$ cat src/rtl/mem_stage.sv
// Memory stage: performs the data-memory access over a req/ack handshake,
// stalls upstream while an access is outstanding, and feeds the M/W register.
module mem_stage #(
  parameter int unsigned TIMEOUT_CYC = 15
) (
  input  logic        clk,
  input  logic        rst,
  input  logic        valid_in,
  input  logic [15:0] ALU_Out,
  input  logic [15:0] WrData,
  input  logic        MemWrt_2ff,
  input  logic        MemRead_2ff,
  input  logic        RegWrt_in,
  input  logic [2:0]  WrReg_in,
  input  logic [15:0] PC_2ff,
  input  logic        Halt_in,
  output logic        mem_req,
  output logic        mem_wr,
  output logic [15:0] mem_addr,
  output logic [15:0] mem_wdata,
  input  logic [15:0] mem_rdata,
  input  logic        mem_ack,
  output logic        Stall,
  output logic        valid_3ff,
  output logic [15:0] WbData_3ff,
  output logic [2:0]  WrReg_3ff,
  output logic        RegWrt_3ff,
  output logic [15:0] PC_3ff,
  output logic        Halt_3ff,
  output logic        Err_3ff
);

  typedef enum logic {IDLE, BUSY} state_t;

  localparam logic [7:0] CNT_LAST = 8'(TIMEOUT_CYC - 1);

  state_t      state_reg, state_next;
  logic [7:0]  cnt_reg, cnt_next;
  logic        halted_reg, halted_next;
  logic        req_reg, req_next;
  logic        wr_reg, wr_next;
  logic [15:0] addr_reg, addr_next;
  logic [15:0] wdata_reg, wdata_next;

  logic        mw_valid_reg, mw_valid_next;
  logic [15:0] mw_data_reg, mw_data_next;
  logic [2:0]  mw_wrreg_reg, mw_wrreg_next;
  logic        mw_regwrt_reg, mw_regwrt_next;
  logic [15:0] mw_pc_reg, mw_pc_next;
  logic        mw_halt_reg, mw_halt_next;
  logic        mw_err_reg, mw_err_next;

  logic memop;
  logic misaligned;
  logic stall_comb;

  assign memop      = valid_in & (MemRead_2ff | MemWrt_2ff);
  assign misaligned = memop & ALU_Out[0];

  always_ff @(posedge clk or negedge rst) begin
    if (!rst) begin
      state_reg     <= IDLE;
      cnt_reg       <= '0;
      halted_reg    <= 1'b0;
      req_reg       <= 1'b0;
      wr_reg        <= 1'b0;
      addr_reg      <= '0;
      wdata_reg     <= '0;
      mw_valid_reg  <= 1'b0;
      mw_data_reg   <= '0;
      mw_wrreg_reg  <= '0;
      mw_regwrt_reg <= 1'b0;
      mw_pc_reg     <= '0;
      mw_halt_reg   <= 1'b0;
      mw_err_reg    <= 1'b0;
    end else begin
      state_reg     <= state_next;
      cnt_reg       <= cnt_next;
      halted_reg    <= halted_next;
      req_reg       <= req_next;
      wr_reg        <= wr_next;
      addr_reg      <= addr_next;
      wdata_reg     <= wdata_next;
      mw_valid_reg  <= mw_valid_next;
      mw_data_reg   <= mw_data_next;
      mw_wrreg_reg  <= mw_wrreg_next;
      mw_regwrt_reg <= mw_regwrt_next;
      mw_pc_reg     <= mw_pc_next;
      mw_halt_reg   <= mw_halt_next;
      mw_err_reg    <= mw_err_next;
    end
  end

  // The M/W register takes a bubble every cycle unless an instruction completes.
  always_comb begin
    state_next     = state_reg;
    cnt_next       = cnt_reg;
    halted_next    = halted_reg;
    req_next       = req_reg;
    wr_next        = wr_reg;
    addr_next      = addr_reg;
    wdata_next     = wdata_reg;
    mw_valid_next  = 1'b0;
    mw_data_next   = '0;
    mw_wrreg_next  = '0;
    mw_regwrt_next = 1'b0;
    mw_pc_next     = '0;
    mw_halt_next   = 1'b0;
    mw_err_next    = 1'b0;
    stall_comb     = 1'b0;

    case (state_reg)
      IDLE: begin
        if (!halted_reg) begin
          if (memop && !misaligned) begin
            stall_comb = 1'b1;
            state_next = BUSY;
            cnt_next   = '0;
            req_next   = 1'b1;
            wr_next    = MemWrt_2ff;
            addr_next  = ALU_Out;
            wdata_next = WrData;
          end else if (valid_in) begin
            mw_valid_next  = 1'b1;
            mw_data_next   = ALU_Out;
            mw_wrreg_next  = WrReg_in;
            mw_regwrt_next = RegWrt_in & ~misaligned;
            mw_pc_next     = PC_2ff;
            mw_halt_next   = Halt_in;
            mw_err_next    = misaligned;
            if (Halt_in) begin
              halted_next = 1'b1;
            end
          end
        end
      end
      BUSY: begin
        if (mem_ack) begin
          // An ack in the final permitted cycle still completes normally.
          state_next     = IDLE;
          req_next       = 1'b0;
          mw_valid_next  = 1'b1;
          mw_data_next   = wr_reg ? ALU_Out : mem_rdata;
          mw_wrreg_next  = WrReg_in;
          mw_regwrt_next = RegWrt_in;
          mw_pc_next     = PC_2ff;
          mw_halt_next   = Halt_in;
          if (Halt_in) begin
            halted_next = 1'b1;
          end
        end else if (cnt_reg == CNT_LAST) begin
          state_next    = IDLE;
          req_next      = 1'b0;
          mw_valid_next = 1'b1;
          mw_data_next  = ALU_Out;
          mw_wrreg_next = WrReg_in;
          mw_pc_next    = PC_2ff;
          mw_err_next   = 1'b1;
        end else begin
          stall_comb = 1'b1;
          cnt_next   = cnt_reg + 8'd1;
        end
      end
      default: begin
        state_next = IDLE;
        req_next   = 1'b0;
      end
    endcase
  end

  assign Stall      = stall_comb;
  assign mem_req    = req_reg;
  assign mem_wr     = wr_reg;
  assign mem_addr   = addr_reg;
  assign mem_wdata  = wdata_reg;
  assign valid_3ff  = mw_valid_reg;
  assign WbData_3ff = mw_data_reg;
  assign WrReg_3ff  = mw_wrreg_reg;
  assign RegWrt_3ff = mw_regwrt_reg;
  assign PC_3ff     = mw_pc_reg;
  assign Halt_3ff   = mw_halt_reg;
  assign Err_3ff    = mw_err_reg;

endmodule

$ cat config.mk
export PLATFORM = sky130hd
export DESIGN_NAME = mem_stage
export DESIGN_NICKNAME = d
export VERILOG_FILES = /design/src/rtl/mem_stage.sv
export SDC_FILE = /design/constraint.sdc
export NUM_CORES = 1
export LEC_CHECK = 0
export BUFFER_PORTS_ARGS = -buffer_cell sky130_fd_sc_hd__buf_2
export CAP_MARGIN = 20
export CELL_PAD_IN_SITES_DETAIL_PLACEMENT = 0
export CELL_PAD_IN_SITES_GLOBAL_PLACEMENT = 1
export CORE_MARGIN = 8
export CORE_UTILIZATION = 34
export CTS_CLUSTER_SIZE = 28
export DETAILED_ROUTE_END_ITERATION = 8
export PLACE_DENSITY_LB_ADDON = 0.1
export SLEW_MARGIN = 10
export SYNTH_ARGS = -nofsm -noshare
export SYNTH_HDL_FRONTEND = slang
export SYNTH_SLANG_ARGS = --single-unit
$ cat constraint.sdc
create_clock -name clk -period 2.35 [get_ports clk]
set_clock_uncertainty 0.2 [all_clocks]
set_input_delay 0.235 -clock clk [delete_from_list [all_inputs] [get_ports clk]]
set_output_delay 0.235 -clock clk [all_outputs]
set_load 0.02 [all_outputs]
=== Word level (Yosys, flattened, before mapping) ===
Index checks and enable logic that the tools add are counted.

* Flip-flop bits (word level): 83
* Input port bits: 75
* Output and inout port bits: 74
* Word-level logic and storage cells: 98

* Add/subtract/negate cells: 1
* Equal/unequal tests: 8
* Multiplexer cells: 62
* Bitwise gates (word level): 7
* Reductions and logical operators: 6

{| class="wikitable"
|+ Operators by type and width
! cell !! number
|-
| $mux 16 || 11
|-
| $pmux 16 s2 || 2
|-
| $mux 8 || 4
|-
| $mux 1 || 31
|-
| $pmux 8 s2 || 1
|-
| $mux 3 || 5
|-
| $pmux 1 s2 || 7
|-
| $ne 2x2->1 const B || 6
|-
| $add 8x1->8 const B || 1
|-
| $eq 8x4->1 const B || 1
|-
| $pmux 3 s2 || 1
|-
| $reduce_and 3->1 || 2
|-
| $reduce_and 4->1 || 1
|-
| $and 1x1->1 || 3
|-
| $ne 3x2->1 const B || 1
|-
| $not 1->1 || 3
|-
| $reduce_and 2->1 || 1
|-
| $logic_and 1x1->1 || 1
|-
| $logic_not 1->1 || 1
|-
| $or 1x1->1 || 1
|}

=== Logic depth before layout (Yosys ltp) ===
* Depth after elaboration: 9
* Depth in mapped cells: 7
* Gate-level depth less buffers: 6

=== Least setup slack after synthesis ===
OpenSTA, ideal clock, no wires.

* Path kind: reg-to-reg
* Start: register cnt_reg[0]
* End: register mw_data_reg[10] (netlist: WbData_3ff[10])
* Library setup time: 0.066 ns
* Arrival: 1.697 ns
* Data required time: 2.084 ns
* Path slack: 0.386 ns
* Cell stages (with the launch flop): 8
* Path buffers: 1
* Clock period less this slack: 1.964 ns
* Cells stage by stage: dfrtp_1 inv_1 ha_1 or3b_1 o31a_1 o21ai_2 buf_6 a22o_1

* Longest elaborated chain between the ends: 4

{| class="wikitable"
|+ RTL lines
! what !! RTL line !! source
|-
| start: declaration || 38 || <nowiki>logic [7:0] cnt_reg, cnt_next;</nowiki>
|-
| start signal: assignment || 78 || <nowiki>cnt_reg <= cnt_next;</nowiki>
|-
| $eq 8x4->1 || 151 || <nowiki>end else if (cnt_reg == CNT_LAST) begin</nowiki>
|-
| $mux 16 || 151 ||
|-
| $mux 16 || 138 || <nowiki>if (mem_ack) begin</nowiki>
|-
| $pmux 16 s2 || 112 || <nowiki>case (state_reg)</nowiki>
|-
| net mw_data_next[10] || 46 || <nowiki>logic [15:0] mw_data_reg, mw_data_next;</nowiki>
|-
| end signal: assignment || 85 || <nowiki>mw_data_reg <= mw_data_next;</nowiki>
|-
| end: declaration || 46 ||
|}

The timed path passes the listed nets, and every way through them passes these cells.
A chain may end at the register's enable or synchronous reset.

=== Worst setup path after layout ===
* Start: register halted_reg
* End: output port Stall

* Longest elaborated chain between the ends: 2

{| class="wikitable"
|+ RTL lines
! what !! RTL line !! source
|-
| start: declaration || 39 || <nowiki>logic halted_reg, halted_next;</nowiki>
|-
| start signal: assignment || 79 || <nowiki>halted_reg <= halted_next;</nowiki>
|-
| $mux 1 || 114 || <nowiki>if (!halted_reg) begin</nowiki>
|-
| $pmux 1 s2 || 112 ||
|-
| end: declaration || 23 || <nowiki>output logic Stall,</nowiki>
|}

No other way between the ends.

==> results_dict.tcl <==
set metrics [dict create \
    status "finished, final reports clean" \
    reg2reg_to "mem_addr[13]" \
    ctsRootBufferMaster "clkbuf_8" \
    avgSynthCellArea_um2 11.0 \
    seq_area_frac_synth_pct 64.9 \
    synthesis.area_um2 3200 \
    fillerInstances 836 \
    drt_iter0_markers 107 \
    startpoint_type "flip-flop" \
    grt-busiest-layer "met2" \
    io_buffers 148 \
    use_met1_pct 19.2 \
    netlist_instances 292 \
    p_sw_share_pct 31.4 \
    use_met2_pct 25.0 \
    grt_usage_pct 16.0 \
    yosys.area.top_type "dfrtp_1" \
    rsz0062_at_grt "no" \
    die_h_um 113 \
    cts-buffers-inserted 9 \
    fp-row-count 35 \
    io_pins 149 \
    start_util_pct 34.8 \
    synth_compound_area_share_pct 9.50 \
    rrSetupSlack_ps 210 \
    clk_path_buf_depth 2 \
    vias 2902 \
    synth_fp_nets 369 \
    relSlewSlack_pct 70.3 \
    fmax_mhz 440 \
    ir_drop_mv 0.351 \
    yosys_warnings 0 \
    fp.coreArea_um2 9200 \
    antenna_found_initial 1 \
    setup_violations 0 \
    drc 0 \
    grt_pass1_wl_um 16200 \
    min_period_ps 2270 \
    synth_top_family_by_area "simple AND/OR/NAND/NOR gates" \
    drv_slew 0 \
    period_share_pct 96.7 \
    area_growth_pct 57.2 \
    finalNetCount 598 \
    layoutNonFillerInstCount 637 \
    synth_adder_area_share_pct 0.782 \
    intPower_mw 2.62 \
    synth-simple-area-share_pct 21.1 \
    synth_cell_types 34 \
    first_pass_iters 4 \
    drive_gt1_share_pct 34.7 \
    die_w_um 113 \
    htreeDepth 3 \
    gp_congestion 0.838 \
    p_comb_share_pct 24.6 \
    viasPerCell 4.56 \
    power_frac_seq_pct 47.0 \
    wl_um 9960 \
    switchingPower_mw 1.20 \
    critPathKind "reg2out" \
    ys_ff_latch 83 \
    timing.setup.tns_ps 0 \
    synth.mux.area_fraction_pct 0.625 \
    clkSinkCount 83 \
    startpoint "halted_reg" \
    hpwl_um 6750 \
    first_global_vias 3090 \
    grt_util_met3_pct 6.23 \
    post_synth_xor_area_fraction_pct 0.274 \
    tightest_slew_ps 440 \
    yosysTopAreaCellShare_pct 64.9 \
    ys_top_cells_by_area "dfrtp_1 (65%), nand2_1 (13%), a22o_1 (4.7%)" \
    grt_max_degree 59 \
    place_inst 547 \
    r2r-start "halted_reg" \
    cp_max_fo 7 \
    hold_class "in2reg" \
    rr_worst_depth 6 \
    crit_arrival_ps 1840 \
    cap_violations 0 \
    p_per_area_nw_per_um2 758 \
    clock_latency_ps 340 \
    regArea_um2 2080 \
    grt-ovfl-total 0 \
    cp.required_ps 1910 \
    antenna_left 0 \
    multiInputGateArea_um2 1050 \
    crit_path_end "Stall" \
    wire_per_inst_um 15.6 \
    cp-end-kind "output pin" \
    tritoncts "done" \
    power.leakage_nw 2.76 \
    clockPowerShare_pct 28.4 \
    die_area_um2 12800 \
    clkTransAtPathRegs_ps 80 \
    hold_viol 0 \
]
==> layer usage <==
| layer | vias up | part of all wire [%] |
|---|---|---|
| li1 | 1419 | - |
| met1 | 1349 | 43 |
| met2 | 116 | 46 |
| met3 | 18 | 9.0 |
| met4 | 0 | 2.1 |
| met5 | - | 0 |
==> worst max-delay path, cell delays in order (launching register included) <==
cell,delay [ps]
dfrtp_1,400
or3b_4,400
or3_4,450
nand2_4,110
buf_4,140
==> through the flow <==
stage	hold WS [ps]	area, um2	total power [mW]	util (%)	setup WS, ps
after floorplan	-261	3200	2.28	-	386
after global placement	-21.3	4080	2.67	44.4	337
after detailed placement	-20.8	4080	2.69	44.4	307
after CTS	2.05	4990	3.88	54.3	10.9
after global routing	3.36	5030	4.06	54.7	4.35
final	25.0	5030	3.82	54.7	78.2
==> power groups by stage <==
| stage | Combinational (mW) | Sequential (mW) | Clock [mW] |
|---|---|---|---|
| 2_1_floorplan | 0.206 | 2.07 | 0 |
| 3_3_place_gp | 0.852 | 1.82 | 0 |
| 3_5_place_dp | 0.859 | 1.83 | 0 |
| 4_1_cts | 0.953 | 1.80 | 1.13 |
| 5_1_grt | 1.04 | 1.83 | 1.19 |
| 6_report | 0.941 | 1.79 | 1.08 |
==> cell type report <==
| class | count | area share, % |
|---|---|---|
| sequential | 83 | 41.3 |
| timing repair buffer | 229 | 30.6 |
| multi-input combinational | 194 | 20.9 |
| tap | 111 | 2.76 |
| clock buffer | 10 | 2.53 |
| clock inverter | 5 | 1.57 |
| inverter | 4 | 0.298 |
| antenna | 1 | 0.0497 |
==> cells in the final DEF, fill, tap and decap left out, types with 4 or more instances in the layout <==
cell and count:
a22o_1 17, and2_1 20, buf_2 146, buf_4 12, clkbuf_8 9, dfrtp_1 83, dlygate4sd3_1 70, inv_1 4
nand2_1 106, nand3_1 5, nor2_1 4, o21ai_0 10
==> kinds of logic (layout without fill, tap and decap cells) <==
group	count (synthesis)	after routing
muxes	2	2
other	0	1
DFF	83	83
xor gates and xnor gates	1	1
buffers and inverters	15	248
AOI/OAI and AO/OA	40	40
adders and majority gates	2	2
and+or+nand+nor	149	149
==> worst min-delay path by stage <==
stage / slack [ps] / start / end / depth (start not counted)
after CTS: 2 / ALU_Out[0] / WbData_3ff[0] / 2
after global routing: 3 / ALU_Out[0] / WbData_3ff[0] / 2
after floorplan: -260 / rst / Err_3ff / 0
after detailed placement: -20 / rst / RegWrt_3ff / 1
after global placement: -20 / rst / mem_wdata[12] / 1
final: 20 / ALU_Out[0] / WbData_3ff[0] / 2
==> Yosys cell counts (all sizes together) <==
| cell | number |
|---|---|
| or4 | 1 |
| nor4 | 1 |
| and2 | 20 |
| nand2b | 1 |
| clkbuf | 4 |
| a21oi | 2 |
| and4bb | 1 |
| xor2 | 1 |
| a31oi | 1 |
| o21ai | 12 |
| a2bb2oi | 1 |
| a22o | 17 |
| ha | 2 |
| o31a | 1 |
| nand2 | 107 |
| nand4bb | 1 |
| dfrtp | 83 |
| a211oi | 1 |
| o32ai | 1 |
| nand3 | 5 |
| nor3b | 2 |
| mux2i | 2 |
| a21o | 2 |
| nor3 | 3 |
| buf | 7 |
| or3b | 2 |
| inv | 4 |
| a21boi | 2 |
| nor2 | 4 |
| or3 | 1 |
==> what timing repair did <==
| action | CTS | global route |
|---|---|---|
| pin swaps | 0 | 2 |
| buffers inserted | 0 | 4 |
| hold endpoints to repair | 95 | 0 |
| resized for setup | 1 | 3 |
| setup endpoints to repair | 1 | 1 |
| gates cloned | 0 | 0 |
| hold buffers | 70 | 0 |
(Power assumes the default switching activity.)
